**config.mk**
```make
export PLATFORM = sky130hd
export DESIGN_NAME = dt_cmd_sequencer_flat
export DESIGN_NICKNAME = d
export VERILOG_FILES = /design/src/rtl/dt_seq_pkg.sv /design/src/rtl/dt_cmd_sequencer_if.sv /design/src/rtl/dt_cmd_fifo.sv /design/src/rtl/dt_cmd_sequencer.sv /design/src/flat_wrapper.sv
export SDC_FILE = /design/constraint.sdc
export NUM_CORES = 1
export LEC_CHECK = 0
export CAP_MARGIN = 10
export CORE_ASPECT_RATIO = 1.75
export CORE_UTILIZATION = 41
export DETAILED_ROUTE_END_ITERATION = 10
export GPL_TIMING_DRIVEN = 0
export PLACE_DENSITY_LB_ADDON = 0.2
export SYNTH_ARGS = -nofsm -noshare
export SYNTH_HDL_FRONTEND = slang
export SYNTH_SLANG_ARGS = --single-unit
export TNS_END_PERCENT = 10
```
**constraint.sdc**
```tcl
create_clock -name clk -period 2.75 [get_ports clk]
set_input_delay 0.6875 -clock clk [delete_from_list [all_inputs] [get_ports clk]]
set_output_delay 0.6875 -clock clk [all_outputs]
set_load 0.05 [all_outputs]
```
**src/rtl/dt_seq_pkg.sv**
```systemverilog
// Shared types for the D/T flip-flop command sequencer: op codes, FSM state, op-to-drive mapping.
package dt_seq_pkg;

  typedef enum logic [1:0] {
    OP_HOLD   = 2'b00,
    OP_TOGGLE = 2'b01,
    OP_LOAD0  = 2'b10,
    OP_LOAD1  = 2'b11
  } op_e;

  typedef logic [0:0] state_t;
  localparam state_t ST_IDLE  = 1'b0;
  localparam state_t ST_ISSUE = 1'b1;

  // Returns {ff_sel, ff_d} for an op.
  function automatic logic [1:0] op_to_drive(input op_e op);
    logic [1:0] drv;
    drv = 2'b00;
    case (op)
      OP_HOLD:   drv = 2'b00;
      OP_TOGGLE: drv = 2'b01;
      OP_LOAD0:  drv = 2'b10;
      OP_LOAD1:  drv = 2'b11;
      default:   drv = 2'b00;
    endcase
    return drv;
  endfunction

endpackage

```
**src/rtl/dt_cmd_sequencer_if.sv**
```systemverilog
// Command handshake and flip-flop drive bundle; exp_q exists only with DT_SEQ_TRACK_EN.
interface dt_cmd_sequencer_if
  import dt_seq_pkg::*;
#(
  parameter int CNT_W = 4,
  parameter int DEPTH = 4
);
  logic                     cmd_valid;
  logic                     cmd_ready;
  op_e                      cmd_op;
  logic [CNT_W-1:0]         cmd_cnt;
  logic                     ff_d;
  logic                     ff_sel;
  logic                     busy;
  logic                     done;
  logic [$clog2(DEPTH):0]   fifo_level;
`ifdef DT_SEQ_TRACK_EN
  logic                     exp_q;

  modport master (output cmd_valid, cmd_op, cmd_cnt,
                  input  cmd_ready, ff_d, ff_sel, busy, done, fifo_level, exp_q);
  modport slave  (input  cmd_valid, cmd_op, cmd_cnt,
                  output cmd_ready, ff_d, ff_sel, busy, done, fifo_level, exp_q);
`else
  modport master (output cmd_valid, cmd_op, cmd_cnt,
                  input  cmd_ready, ff_d, ff_sel, busy, done, fifo_level);
  modport slave  (input  cmd_valid, cmd_op, cmd_cnt,
                  output cmd_ready, ff_d, ff_sel, busy, done, fifo_level);
`endif
endinterface

```
**src/rtl/dt_cmd_fifo.sv**
```systemverilog
// Synchronous command FIFO, DEPTH a power of two; pushes are ignored when full, pops when empty.
// Read data is the registered head entry, valid whenever !empty.
module dt_cmd_fifo #(
  parameter int WIDTH = 6,
  parameter int DEPTH = 4
) (
  input  logic                   clk,
  input  logic                   rst,
  input  logic                   push,
  input  logic [WIDTH-1:0]       din,
  input  logic                   pop,
  output logic [WIDTH-1:0]       dout,
  output logic                   full,
  output logic                   empty,
  output logic [$clog2(DEPTH):0] level
);
  localparam int AW = $clog2(DEPTH);
  localparam logic [AW:0] FULL_CNT = (AW+1)'(DEPTH);

  logic [WIDTH-1:0] mem_q [DEPTH];
  logic [WIDTH-1:0] mem_d [DEPTH];
  logic [AW-1:0]    wr_ptr_q, wr_ptr_d;
  logic [AW-1:0]    rd_ptr_q, rd_ptr_d;
  logic [AW:0]      cnt_q, cnt_d;
  logic             push_ok, pop_ok;

  assign full    = (cnt_q == FULL_CNT);
  assign empty   = (cnt_q == '0);
  assign level   = cnt_q;
  assign dout    = mem_q[rd_ptr_q];
  assign push_ok = push && !full;
  assign pop_ok  = pop && !empty;

  always_comb begin
    mem_d    = mem_q;
    wr_ptr_d = wr_ptr_q;
    rd_ptr_d = rd_ptr_q;
    cnt_d    = cnt_q;
    if (push_ok) begin
      mem_d[wr_ptr_q] = din;
      wr_ptr_d        = wr_ptr_q + AW'(1);
    end
    if (pop_ok) begin
      rd_ptr_d = rd_ptr_q + AW'(1);
    end
    case ({push_ok, pop_ok})
      2'b10:   cnt_d = cnt_q + (AW+1)'(1);
      2'b01:   cnt_d = cnt_q - (AW+1)'(1);
      default: cnt_d = cnt_q;
    endcase
  end

  always_ff @(posedge clk) begin
    if (rst) begin
      wr_ptr_q <= '0;
      rd_ptr_q <= '0;
      cnt_q    <= '0;
    end else begin
      wr_ptr_q <= wr_ptr_d;
      rd_ptr_q <= rd_ptr_d;
      cnt_q    <= cnt_d;
    end
  end

  // Payload needs no reset: the pointers decide what is valid.
  always_ff @(posedge clk) begin
    mem_q <= mem_d;
  end

endmodule

```
**src/rtl/dt_cmd_sequencer.sv**
```systemverilog
// Replays buffered hold/toggle/load commands as registered {ff_sel, ff_d} beats; first beat 2 cycles after push.
// cmd_ready = !fifo_full; back-to-back commands run gap-free. DT_SEQ_TRACK_EN adds exp_q reference model.
module dt_cmd_sequencer
  import dt_seq_pkg::*;
#(
  parameter int CNT_W = 4,
  parameter int DEPTH = 4
) (
  input  logic                clk,
  input  logic                rst,
  dt_cmd_sequencer_if.slave   bus
);
  typedef struct packed {
    op_e              op;
    logic [CNT_W-1:0] cnt;
  } cmd_t;

  localparam int CMD_W = $bits(cmd_t);

  cmd_t                   cmd_in;
  cmd_t                   head;
  logic                   fifo_full, fifo_empty, pop;
  logic [$clog2(DEPTH):0] level;

  state_t           state_q, state_d;
  logic [CNT_W-1:0] rem_q, rem_d;
  logic [1:0]       drv_q, drv_d;
  logic             done_q, done_d;

  assign cmd_in = '{op: bus.cmd_op, cnt: bus.cmd_cnt};

  dt_cmd_fifo #(
    .WIDTH (CMD_W),
    .DEPTH (DEPTH)
  ) u_fifo (
    .clk   (clk),
    .rst   (rst),
    .push  (bus.cmd_valid),
    .din   (cmd_in),
    .pop   (pop),
    .dout  (head),
    .full  (fifo_full),
    .empty (fifo_empty),
    .level (level)
  );

  always_comb begin
    state_d = state_q;
    rem_d   = rem_q;
    drv_d   = drv_q;
    pop     = 1'b0;
    if (state_q == ST_ISSUE && rem_q != '0) begin
      rem_d = rem_q - CNT_W'(1);
    end else if (!fifo_empty) begin
      // Idle or on the last beat: chain straight into the next command.
      pop     = 1'b1;
      state_d = ST_ISSUE;
      drv_d   = op_to_drive(head.op);
      rem_d   = head.cnt;
    end else begin
      state_d = ST_IDLE;
      drv_d   = op_to_drive(OP_HOLD);
      rem_d   = '0;
    end
    done_d = (state_d == ST_ISSUE) && (rem_d == '0);
  end

  always_ff @(posedge clk) begin
    if (rst) begin
      state_q <= ST_IDLE;
      rem_q   <= '0;
      drv_q   <= 2'b00;
      done_q  <= 1'b0;
    end else begin
      state_q <= state_d;
      rem_q   <= rem_d;
      drv_q   <= drv_d;
      done_q  <= done_d;
    end
  end

  assign bus.cmd_ready  = !fifo_full;
  assign bus.ff_sel     = drv_q[1];
  assign bus.ff_d       = drv_q[0];
  assign bus.done       = done_q;
  assign bus.busy       = (state_q == ST_ISSUE) || !fifo_empty;
  assign bus.fifo_level = level;

`ifdef DT_SEQ_TRACK_EN
  logic exp_q, exp_d;

  always_comb begin
    exp_d = exp_q;
    case (drv_q)
      2'b10, 2'b11: exp_d = drv_q[0];
      2'b01:        exp_d = ~exp_q;
      default:      exp_d = exp_q;
    endcase
  end

  always_ff @(posedge clk) begin
    if (rst) exp_q <= 1'b0;
    else     exp_q <= exp_d;
  end

  assign bus.exp_q = exp_q;
`endif

endmodule

```
**src/flat_wrapper.sv**
```systemverilog
// flat-port wrapper written by rule: the top's interface ports become plain ports
module dt_cmd_sequencer_flat import dt_seq_pkg::*;
#(
  parameter int CNT_W = 4,
  parameter int DEPTH = 4
)
  (clk, rst, bus_cmd_valid, bus_cmd_op, bus_cmd_cnt, bus_cmd_ready, bus_ff_d, bus_ff_sel, bus_busy, bus_done, bus_fifo_level);
  dt_cmd_sequencer_if #(.CNT_W(CNT_W), .DEPTH(DEPTH)) bus_i ();
  input  logic clk;
  input  logic rst;
  input wire logic [$bits(bus_i.cmd_valid)-1:0] bus_cmd_valid;
  input wire logic [$bits(bus_i.cmd_op)-1:0] bus_cmd_op;
  input wire logic [$bits(bus_i.cmd_cnt)-1:0] bus_cmd_cnt;
  output wire logic [$bits(bus_i.cmd_ready)-1:0] bus_cmd_ready;
  output wire logic [$bits(bus_i.ff_d)-1:0] bus_ff_d;
  output wire logic [$bits(bus_i.ff_sel)-1:0] bus_ff_sel;
  output wire logic [$bits(bus_i.busy)-1:0] bus_busy;
  output wire logic [$bits(bus_i.done)-1:0] bus_done;
  output wire logic [$bits(bus_i.fifo_level)-1:0] bus_fifo_level;
  assign bus_i.cmd_valid = bus_cmd_valid;
  assign bus_i.cmd_op = bus_cmd_op;
  assign bus_i.cmd_cnt = bus_cmd_cnt;
  assign bus_cmd_ready = bus_i.cmd_ready;
  assign bus_ff_d = bus_i.ff_d;
  assign bus_ff_sel = bus_i.ff_sel;
  assign bus_busy = bus_i.busy;
  assign bus_done = bus_i.done;
  assign bus_fifo_level = bus_i.fifo_level;
  dt_cmd_sequencer #(.CNT_W(CNT_W), .DEPTH(DEPTH)) u_core (.clk(clk), .rst(rst), .bus(bus_i));
endmodule
```
==> results of run 1 <==
==> layout make-up <==
cell class	instances	area (um2)	share of cell area, %
clock buffers	7	86.3	4.42
plain buffers	3	15.0	0.769
multi-input cells	63	568	29.1
inverters	9	33.8	1.73
clock inverters	1	5.00	0.256
well taps	48	60.1	3.07
flip-flops and latches	39	1020	52.3
repair buffers	16	163	8.33
==> worst max-delay path by stage <==
stage	startpoint	to	slack, ps	cells past startpoint
floorplan	u_core.u_fifo.level[0]	u_core.u_fifo.level[2]	160	9
detailed placement	bus_cmd_valid	u_core.u_fifo.level[2]	20	9
CTS	u_core.u_fifo.level[0]	bus_busy	60	3
finish	u_core.rem_q[0]	u_core.u_fifo.level[2]	120	10
global route	u_core.rem_q[0]	u_core.u_fifo.level[2]	-20	10
global placement	bus_cmd_valid	u_core.u_fifo.level[2]	100	9
==> per-layer routing <==
layer	GRT usage, %	wire [um]
met1	16.3	1080
met2	26.3	1490
met3	3.76	71
met4	7.01	24
met5	0	0
==> flip-flops by register name, indices dropped and copies added, names as in the netlist <==
name and flops:
u_core.u_fifo.rd_ptr_q 2, u_core.drv_q 2, u_core.u_fifo.level 3, u_core.state_q 1, u_core.rem_q 4, u_core.u_fifo.mem_q 24, u_core.u_fifo.wr_ptr_q 2, u_core.bus.done 1
==> metrics by stage <==
| step | util, % | cell area [um2] |
|---|---|---|
| after floorplan | - | 1630 |
| after global placement | 48.4 | 1850 |
| after detailed placement | 48.4 | 1850 |
| after CTS | 50.9 | 1950 |
| after global routing | 51.0 | 1950 |
| final | 51.0 | 1950 |
==> critical path, cell delays in order, from the launching register on <==
cell,delay (ps)
dfxtp_1,310
inv_1,80
ha_1,180
or3b_4,420
a21oi_4,280
ha_1,240
inv_1,60
fa_1,370
xor2_1,160
or3_1,310
a21oi_1,140
==> what timing repair did <==
item | in CTS | in global routing
hold endpoints to repair | 0 | 0
resized for setup | 1 | 1
pin swaps | 0 | 1
setup endpoints to repair | 1 | 2
==> cell families (layout without fill, tap and decap cells) <==
group           after synthesis  after routing  synth area share [%]
compound gates               14             14                  6.60
mux                           6              6                  8.29
buf+inv                      12             36                  2.99
flops                        39             39                  62.6
simple gates                 29             29                  9.90
xor+xnor                      7              7                  3.76
fa+ha+maj                     7              7                  5.83
==> power by group through the flow <==
stage	Combinational (W)	Clock (W)	Sequential (W)
final	0.000877	0.000386	0.000802
after global routing	0.000969	0.000423	0.000818
after CTS	0.000887	0.000397	0.000802
after detailed placement	0.000880	0	0.000813
after global placement	0.000856	0	0.000807
after floorplan	0.000595	0	0.000886
==> cells in the final DEF, fill, tap and decap left out, drive strengths merged, types with 3 or more instances in the layout <==
cell type and count:
xor2 3, and3 4, inv 9, mux4 6, dfxtp 15, nor2 11, clkbuf 9, xnor2 4
clkdlybuf4s50 15, ha 6, a21oi 5, nand2 3, edfxtp 24
==> flow_summary.json, run 1 <==
{
  "status": "complete, no violations",
  "cts.htree.levels": 2,
  "die_y_um": 85.4,
  "detailedRoute.firstPassIterationCount": 4,
  "syn_nets": 130,
  "tns_ps": 0,
  "antenna_found_initial": 0,
  "cp-end-kind": "register",
  "synth_top_cells_by_area": "edfxtp_1 44%, dfxtp_1 18%, mux4_2 8.3%",
  "synth_seq_cells": 39,
  "p_leak_nw": 0.701,
  "synth_edf_count": 24,
  "final.setup_skew_ps": 5.88,
  "cts_buffer_depth": 2,
  "min_period_over_period_pct": 95.5,
  "final_nets": 153,
  "synthDistinctLibCells": 30,
  "root_buffer": "clkbuf_8",
  "synth_top_area_share_pct": 44.2,
  "rr_startpoint": "u_core.rem_q[0]",
  "gr-total-overflow": 0,
  "numPortBuffers": 16,
  "total_power_w": 0.00206,
  "setup_slack_ps": 123,
  "peakVddDrop_uv": 613,
  "fmax_mhz": 381,
  "instances_no_fill": 186,
  "clock-sinks": 39,
  "num_antenna_cells": 0,
  "crit_type": "reg -> reg",
  "setup_viol": 0,
  "hold_path_depth": 2,
  "hold_end": "u_core.u_fifo.level[2]",
  "dr_total_vias": 931,
  "cts_tree": "built",
  "drv_slew": 0,
  "layout-drive-gt1-share_pct": 15.2,
  "initial_core_util_pct": 42.6,
  "cts_post_setup_buffers_inserted": 0,
  "slew-limit-headroom_pct": 66.7,
  "postSynthCellCount": 114,
  "grt_pass1_vias": 991,
  "fin_crit_ps": 2630,
  "via_per_inst": 5.01,
  "hold_viol_final": 0,
  "seqPwrFrac_pct": 38.8,
  "regToRegEndpoint": "u_core.u_fifo.level[2]",
  "async_flop_share_pct": 0,
  "rsz0062_at_grt": "yes",
  "clock_latency_ps": 280,
  "syn_area_um2": 1630,
  "pwr-share-clk_pct": 18.7,
  "synth_top_cell_by_area": "edfxtp_1",
  "cts-hold-fix-buffers": 0,
  "tightest_slew_ps": 498,
  "dp_hpwl_um": 1940,
  "hp-start": "u_core.u_fifo.level[2]",
  "drt-initial-drc-count": 13,
  "hold_ws_ps": 514,
  "grt_pass1_wl_um": 4510,
  "ys.flop_type": "edfxtp_1",
  "yosysSeqAreaShare_pct": 62.6,
  "drtAntennaViolNets": 0,
  "rows": 30,
  "dieArea_um2": 4240,
  "grt_usage_pct": 14.9,
  "finalWirelength_um": 2660,
  "grt_max_degree": 13,
  "post-place-ws_ps": 15.0,
  "reg2reg_setup_slack_ps": 120,
  "cp-start-kind": "register",
  "yosysMostFrequentCell": "edfxtp_1",
  "yosys_warnings": 0,
  "p_int_w": 0.00132,
  "netSwitchingFraction_pct": 35.8,
  "drc": 0,
  "cp.required_ps": 2960,
  "die_x_um": 49.7,
  "io_pins": 17,
  "synth_common_cells": "24 x edfxtp_1, 15 x dfxtp_1, 11 x nor2_1",
  "wire_per_inst_um": 14.3,
  "worstPathArrival_ps": 2840,
  "switchingPower_w": 0.000740,
  "cts_buffers": 5,
  "p_comb_share_pct": 42.5,
  "place_congestion": 0.796,
  "worstHoldPathType": "reg -> reg",
  "reg2reg_depth": 10,
  "nFillCells": 350,
  "core_area_um2": 3830,
  "clk_pin_slew_ps": 70,
  "max_cap_viol_count": 0,
  "p_per_area_nw_per_um2": 1060,
  "syn2layout_area_growth_pct": 19.8,
  "placedCellCount": 178,
  "syn_avg_cell_area_um2": 14.3,
  "cp_max_fo": 9
}
Note: power is estimated with default switching activity, not from simulation.
==> run 2: changes to the inputs <==
--- a/config.mk
+++ b/config.mk
@@ -5,7 +5,6 @@
 export SDC_FILE = /design/constraint.sdc
 export NUM_CORES = 1
 export LEC_CHECK = 0
-export CAP_MARGIN = 10
 export CORE_ASPECT_RATIO = 1.75
 export CORE_UTILIZATION = 41
 export DETAILED_ROUTE_END_ITERATION = 10
==> results of run 2 <==
No change in the layout: final DEF, timing and power equal those of run 1.
==> run 3: changes to the inputs <==
--- a/config.mk
+++ b/config.mk
@@ -6,6 +6,7 @@
 export NUM_CORES = 1
 export LEC_CHECK = 0
 export CORE_ASPECT_RATIO = 1.75
+export CORE_MARGIN = 2
 export CORE_UTILIZATION = 41
 export DETAILED_ROUTE_END_ITERATION = 10
 export GPL_TIMING_DRIVEN = 0
==> run 3 against run 2 <==
  * Cell count increased by 1.6%
  * Cell area increased by 0.77%
  * Via count increased by 2.8%
  * Worst setup slack better by 92 ps
  * Worst hold slack worse by 3.7 ps
  * Global-route usage down 0.57 points
  * Routed wire length up 4.1%
  * Critical path type unchanged
  * Largest power group unchanged
==> flow_summary.json, run 3 (same netlist as run 1, synthesis figures left out) <==
{
  "die_y_um": 87.4,
  "cts_buffers": 5,
  "max_cap_viol_count": 0,
  "final_cell_area_um2": 1970,
  "status": "complete, no violations",
  "drt-initial-drc-count": 12,
  "top_register": "u_core.u_fifo.mem_q",
  "largest_reg_flops": 24,
  "p_comb_share_pct": 44.0,
  "setup_slack_ps": 216,
  "cts_tree": "built",
  "grt_pass1_vias": 1011,
  "worstPathArrival_ps": 2750,
  "core_area_um2": 3830,
  "total_power_w": 0.00208,
  "final.setup_skew_ps": 7.84,
  "placed_area_um2": 1850,
  "slew-limit-headroom_pct": 66.7,
  "layout-drive-gt1-share_pct": 17.0,
  "clock_latency_ps": 280,
  "cp.required_ps": 2970,
  "regToRegEndpoint": "u_core.u_fifo.level[2]",
  "antenna_found_initial": 0,
  "tightest_slew_ps": 498,
  "rsz0062_at_grt": "no",
  "detailedRoute.firstPassIterationCount": 4,
  "final_nets": 156,
  "rows": 30,
  "grt_pass1_wl_um": 4600,
  "cts-hold-fix-buffers": 0,
  "rr_startpoint": "u_core.rem_q[0]",
  "p_per_area_nw_per_um2": 1060,
  "num_antenna_cells": 0,
  "clk_pin_slew_ps": 70,
  "io_pins": 17,
  "reg2reg_setup_slack_ps": 220,
  "cp_max_fo": 5,
  "cp_slowest_cell": "or3b_4",
  "drv_slew": 0,
  "final_common_cell": "edfxtp_1",
  "peakVddDrop_uv": 634,
  "cts_buffer_depth": 2,
  "p_int_w": 0.00134,
  "p_leak_nw": 0.713,
  "cp-start-kind": "register",
  "setup_viol": 0,
  "drc": 0,
  "hold_ws_ps": 510,
  "gr-total-overflow": 0,
  "worstHoldPathType": "reg -> reg",
  "wire_per_inst_um": 14.6,
  "min_period_over_period_pct": 92.2,
  "initial_core_util_pct": 42.6,
  "switchingPower_w": 0.000749,
  "final_cell_mix": "24 x edfxtp_1, 15 x clkdlybuf4s50_1, 14 x dfxtp_1",
  "post-place-ws_ps": 24.4,
  "pwr-share-clk_pct": 17.5,
  "drtAntennaViolNets": 0,
  "crit_type": "reg -> reg",
  "seqPwrFrac_pct": 38.5,
  "finalWirelength_um": 2770,
  "via_per_inst": 5.06,
  "numPortBuffers": 16,
  "fmax_mhz": 395,
  "cp-end-kind": "register",
  "crit_cells": 10,
  "fin_crit_ps": 2530,
  "root_buffer": "clkbuf_8",
  "grt_max_degree": 13,
  "clock-sinks": 39,
  "die_x_um": 51.7,
  "cts.htree.levels": 2,
  "crit_buf_inv": 2,
  "dr_total_vias": 957,
  "grt_usage_pct": 14.3,
  "hold_viol_final": 0,
  "cp_cell_sequence": "inv_1 > ha_1 > or3b_4 > a21oi_4 > ha_1 > inv_1 > fa_1 > xor2_1 > or3_1 > a21oi_1",
  "dp_hpwl_um": 2000,
  "place_congestion": 0.772,
  "tns_ps": 0,
  "critPathTopFamily": "adder cells",
  "max_stage_delay_ps": 420,
  "syn2layout_area_growth_pct": 20.7,
  "endpoint": "u_core.u_fifo.level[2]",
  "startpoint": "u_core.rem_q[0]",
  "dieArea_um2": 4520,
  "netSwitchingFraction_pct": 35.9,
  "reg2reg_depth": 10
}
-- run 3: cell types whose count changed in the layout (fill, tap and decap cells not counted), sizes merged --
cell and delta:
clkbuf -1, inv +1, buf +3
-- run 3: how the worst min path moves through the flow --
stage,start,end,slack (ps),cells past startpoint
after floorplan,u_core.u_fifo.wr_ptr_q[1],u_core.u_fifo.wr_ptr_q[1],460,2
after global placement,u_core.u_fifo.level[2],u_core.u_fifo.level[2],480,2
after detailed placement,u_core.u_fifo.wr_ptr_q[1],u_core.u_fifo.wr_ptr_q[1],500,2
after CTS,u_core.u_fifo.wr_ptr_q[1],u_core.u_fifo.wr_ptr_q[1],520,2
after global routing,u_core.u_fifo.wr_ptr_q[1],u_core.u_fifo.wr_ptr_q[1],560,2
final,u_core.u_fifo.wr_ptr_q[1],u_core.u_fifo.wr_ptr_q[1],510,2
-- run 3: repair_timing --
item	CTS	global route
resized for setup	1	1
pin swaps	0	1
setup buffers	0	3
endpoints found under the setup margin	1	2
-- run 3: worst reg2reg max path: cells and delay by family (launching register included) --
family | cells | cell delay (ps)
buf+inv | 2 | 140
fa+ha+maj | 3 | 780
flops | 1 | 320
simple gates | 2 | 720
xor+xnor | 1 | 160
compound gates | 2 | 350
-- run 3: power by group through the flow --
stage | logic (W) | registers [W] | clock network, W
3_3_place_gp | 0.000856 | 0.000807 | 0
6_report | 0.000917 | 0.000802 | 0.000366
3_5_place_dp | 0.000875 | 0.000813 | 0
4_1_cts | 0.000885 | 0.000802 | 0.000381
5_1_grt | 0.00101 | 0.000814 | 0.000401
2_1_floorplan | 0.000595 | 0.000886 | 0
-- run 3: final cells by class --
class / count / area [um2]
multi-input cells: 63 / 568
clock buffers: 6 / 72.6
flip-flops and latches: 39 / 1020
repair buffers: 19 / 185
inverters: 9 / 33.8
fillers: 369 / 1860
clock inverters: 2 / 11.3
well taps: 48 / 60.1
plain buffers: 3 / 15.0
-- run 3: stage by stage --
stage	std cells	util, %
finish	189	51.4
global route	189	51.4
CTS	186	50.8
detailed placement	178	48.4
global placement	178	48.4
floorplan	114	-
-- run 3: routing by layer --
layer	routed length [um]	GRT usage (%)
met5	0	0
met4	41	6.46
met3	89	4.12
met2	1570	25.8
met1	1060	15.0
